### src/rtl/regfile_useq.sv
// Macro-op sequencer for the register-file decoder: expands a 3-bit macro-op
// into a short stream of instruction nibbles, with issue stalls via hold.
module regfile_useq (
  input  logic       clk,
  input  logic       rst,
  input  logic       op_valid,
  input  logic [2:0] op,
  input  logic [3:0] imm_a,
  input  logic [3:0] imm_b,
  input  logic [3:0] imm_op,
  input  logic       hold,
  output logic       op_ready,
  output logic [3:0] instr,
  output logic [3:0] imm_out,
  output logic       instr_valid,
  output logic       instr_last
);

  // state | meaning
  // IDLE  | waiting for a macro-op, op_ready high
  // ISSUE | stepping through the latched macro-op, one instruction per unheld cycle
  typedef enum logic {IDLE, ISSUE} state_t;

  state_t     state, state_n;
  logic [1:0] step, step_n;
  logic [2:0] op_q;
  logic [3:0] imm_a_q, imm_b_q, imm_op_q;
  logic       accept;
  logic       at_last;
  logic [3:0] seq_nibble;

  function automatic logic [3:0] seq_instr(input logic [2:0] o, input logic [1:0] s);
    case (o)
      3'd0:    seq_instr = 4'h0;
      3'd1:    seq_instr = (s == 2'd0) ? 4'h1 : 4'h2;
      3'd2:    seq_instr = {2'b00, s} + 4'h1;
      3'd3:    seq_instr = 4'h9;
      3'd4:    seq_instr = 4'hB;
      3'd5:    seq_instr = 4'h8;
      3'd6:    seq_instr = 4'hF;
      default: seq_instr = (s == 2'd0) ? 4'hF : {2'b00, s};
    endcase
  endfunction

  function automatic logic [1:0] last_step(input logic [2:0] o);
    case (o)
      3'd1:    last_step = 2'd1;
      3'd2:    last_step = 2'd2;
      3'd7:    last_step = 2'd3;
      default: last_step = 2'd0;
    endcase
  endfunction

  assign accept     = (state == IDLE) && op_valid;
  assign at_last    = (step == last_step(op_q));
  assign seq_nibble = seq_instr(op_q, step);

  always_ff @(posedge clk) begin
    if (rst) begin
      state    <= IDLE;
      step     <= 2'd0;
      op_q     <= 3'd0;
      imm_a_q  <= 4'd0;
      imm_b_q  <= 4'd0;
      imm_op_q <= 4'd0;
    end else begin
      state <= state_n;
      step  <= step_n;
      if (accept) begin
        op_q     <= op;
        imm_a_q  <= imm_a;
        imm_b_q  <= imm_b;
        imm_op_q <= imm_op;
      end
    end
  end

  // Step only advances when not on the final step, so it cannot wrap.
  always_comb begin
    state_n = state;
    step_n  = step;
    case (state)
      IDLE: begin
        if (op_valid) begin
          state_n = ISSUE;
          step_n  = 2'd0;
        end
      end
      ISSUE: begin
        if (!hold) begin
          if (at_last) begin
            state_n = IDLE;
            step_n  = 2'd0;
          end else begin
            step_n = step + 2'd1;
          end
        end
      end
      default: state_n = IDLE;
    endcase
  end

  always_comb begin
    op_ready    = 1'b0;
    instr       = 4'h0;
    imm_out     = 4'h0;
    instr_valid = 1'b0;
    instr_last  = 1'b0;
    case (state)
      IDLE: op_ready = 1'b1;
      ISSUE: begin
        if (!hold) begin
          instr       = seq_nibble;
          instr_valid = 1'b1;
          instr_last  = at_last;
          case (seq_nibble)
            4'h1:    imm_out = imm_a_q;
            4'h2:    imm_out = imm_b_q;
            4'h3:    imm_out = imm_op_q;
            default: imm_out = 4'h0;
          endcase
        end
      end
      default: op_ready = 1'b0;
    endcase
  end

endmodule

### config.mk
export PLATFORM = sky130hd
export DESIGN_NAME = regfile_useq
export DESIGN_NICKNAME = d
export VERILOG_FILES = /design/src/rtl/regfile_useq.sv
export SDC_FILE = /design/constraint.sdc
export NUM_CORES = 1
export LEC_CHECK = 0
export BUFFER_PORTS_ARGS = -buffer_cell sky130_fd_sc_hd__buf_4
export CAP_MARGIN = 0
export CORE_MARGIN = 10
export CORE_UTILIZATION = 46
export DETAILED_ROUTE_END_ITERATION = 7
export PLACE_DENSITY_LB_ADDON = 0.12
export SYNTH_ARGS = -nofsm -noshare
export SYNTH_HDL_FRONTEND = slang
export SYNTH_SLANG_ARGS = --single-unit
export TNS_END_PERCENT = 50
### constraint.sdc
create_clock -name clk -period 1.82 [get_ports clk]
set_input_delay 0 -clock clk [delete_from_list [all_inputs] [get_ports clk]]
set_output_delay 0 -clock clk [all_outputs]
set_load 0.01 [all_outputs]
==> impl_metrics.py <==
metrics = {
    "drt": {
        "drt_first_iter_violations": 66,
        "final_antenna_net_count": 0,
        "via_per_inst": 5.12,
        "firstDrtPassIters": 4,
        "drc": 0,
        "vias": 1116,
        "drt-total-wl_um": 3250,
        "wire_per_inst_um": 14.9,
    },
    "power_and_ir_drop": {
        "leakagePower_uw": 0.000699,
        "vdd_drop_max_uv": 525,
        "power_density_nw_per_um2": 559,
    },
    "logic_synthesis": {
        "yosys_warnings": 0,
        "synth_seq_cells": 18,
        "synth-edff-count": 0,
        "ys_types": 36,
        "synth_area_um2": 1090,
        "yosysSeqAreaShare_pct": 33.0,
        "syn_inst": 138,
        "avgSynthCellArea_um2": 7.92,
        "ys_async_sr_fraction_pct": 0,
        "synth-main-ff-cell": "dfxtp_1",
        "syn_nets": 162,
    },
    "sta": {
        "fin_crit_sh_pct": 117,
        "rsz0062_at_grt": "yes",
        "finalMaxSlewViolations": 0,
        "hold_viol": 0,
        "finalSetupViolCount": 4,
        "clock_skew_ns": 0.00716,
        "max_freq_mhz": 469,
        "setup-tns-final_ns": -1.19,
        "slew_headroom_pct": 66.9,
        "worst_slack_ns": -0.314,
        "worstMarginPinSlew_ns": 0.494,
        "period_minus_slack_ns": 2.13,
    },
    "final_layout": {
        "n_antenna_cell": 0,
        "area.growth.synth_to_final_pct": 53.8,
        "fin_util_pct": 75.2,
        "layout.nets": 215,
        "layout_common_cells": "buf_4, nand2_1, a21oi_1",
        "fillers": 156,
        "layout-drive-gt1-share_pct": 37.4,
        "final_common_cell": "buf_4",
    },
    "critical_path": {
        "crit_arrival_ns": 2.13,
        "crit_fanout": 5,
        "crit_chain": "inv_4, ha_4, o21a_1, o32ai_4, buf_4, mux2i_2, o22ai_2, buf_4",
        "crit_path_end_kind": "output pin",
        "cp_common_cell": "buf_4",
        "critical_path_required_ns": 1.82,
        "setup.worst_path.class": "reg2out",
        "critical_path_buf_inv_count": 3,
        "path_delay_family": "compound AO/OA/AOI/OAI gates",
        "critPathSlowestCell": "o32ai_4",
        "slowest_delay_ns": 0.39,
        "start_kind": "flip-flop",
    },
    "cts": {
        "root_buffer": "clkbuf_4",
        "cts_buffers": 3,
        "insertion_delay_ns": 0.30,
        "cts.sinks": 18,
        "cts_tree": "yes",
        "cts.path.max_buffers": 2,
        "clkTransAtPathRegs_ns": 0.11,
        "htree_num_levels": 1,
    },
    "hold_path": {
        "hp-class": "in2reg",
    },
    "placement": {
        "gp_congestion": 0.867,
        "portBuffers": 29,
        "dp_hpwl_um": 2180,
    },
    "global_route": {
        "grt_pass1_wl_um": 5230,
        "gr-total-overflow": 0,
        "grt_max_degree": 20,
        "grt_pass1_vias": 1184,
        "grt_usage_pct": 14.2,
        "grt_antenna_before_repair": 0,
    },
    "run_status": {
        "violations": "setup timing",
        "status": "finished with violations",
    },
    "floorplan": {
        "io-pin-count": 30,
        "start_util_pct": 48.9,
        "die_area_um2": 4720,
        "die_w_um": 68.7,
        "rows": 17,
        "coreArea_um2": 2230,
        "die_h_um": 68.7,
    },
    "run": {
        "drv_cap": 0,
    },
}
[cells by family after synthesis]
family | synth area share (%)
AOI/OAI and AO/OA | 24.6
xor gates and xnor gates | 0.802
adders and majority gates | 5.73
buffers and inverters | 8.02
DFF | 33.0
muxes | 3.67
and+or+nand+nor | 24.2
[area by class of cell]
| type | count | area (µm²) | area share (%) |
|---|---|---|---|
| multi-input combinational | 102 | 731 | 43.5 |
| timing repair buffer | 57 | 469 | 27.9 |
| sequential | 18 | 370 | 22.0 |
| inverter | 9 | 38.8 | 2.31 |
| clock buffer | 4 | 36.3 | 2.16 |
| tap | 28 | 35.0 | 2.08 |
[worst register-to-register path: stages, from the launching register on]
cell and delay [ns]:
dfxtp_2 0.48, buf_4 0.19, xnor2_1 0.07, o32ai_1 0.28, a22oi_2 0.16, a22o_1 0.22
[layer usage]
metal	GRT usage, %	part of all wire [%]	up-vias
met5	0	0	-
met4	5.67	2.0	0
met1	15.8	44	500
li1	-	-	573
met2	23.6	47	34
met3	5.80	7.0	9
[flip-flops by register name, indices dropped and copies added, names as in the netlist]
register and cells:
step 2, state 1, imm_op_q 4, imm_b_q 4, imm_a_q 4, op_q 3
[synth_stat cells (all sizes together) (3+ instances only)]
library cell   n  area [µm²]
o21a           3        22.5
o32ai          3        63.8
inv            9        33.8
a21oi         17        85.1
nor3           3        15.0
clkbuf         4        15.0
buf            5        38.8
ha             5        62.6
nand2         35         131
nor2           6        22.5
dfxtp         18         360
o22ai          5        31.3
mux2i          4        40.0
[report_power, final]
group / switching [µW] / total [µW] / leakage, µW / internal, µW
logic: 112 / 251 / 0.000528 / 139
clock network: 127 / 249 / 0.0000210 / 122
registers: 23.8 / 438 / 0.000150 / 414
[stage by stage]
stage          hold WS [ns]  instances  power [µW]  worst slack, ns  instance area, µm²
2_1_floorplan         0.136        138         569           0.0387                1120
3_3_place_gp          0.248        195         633          -0.0361                1390
3_5_place_dp          0.255        195         638          -0.0944                1390
4_1_cts             0.00504        217         926           -0.329                1630
5_1_grt             0.00466        218         990           -0.404                1680
6_report            0.00590        218         939           -0.314                1680
[worst paths after layout]
path / from / endpoint / slack (ns) / depth (start not counted)
min: rst / imm_b_q[2] / 0.006 / 2
max: step[0] / imm_out[0] / -0.31 / 8
max reg2reg: op_q[0] / step[0] / 0.32 / 5
min reg2reg: imm_op_q[2] / imm_op_q[2] / 0.47 / 2
[what timing repair did]
action                                  CTS  global route
hold endpoints to repair                 15             0
pin swaps                                 7             5
gates resized for setup                  11            12
buffers inserted                          3             1
endpoints found under the setup margin    7             6
hold buffers                             15             0
Note: power is estimated with default switching activity, not from simulation.
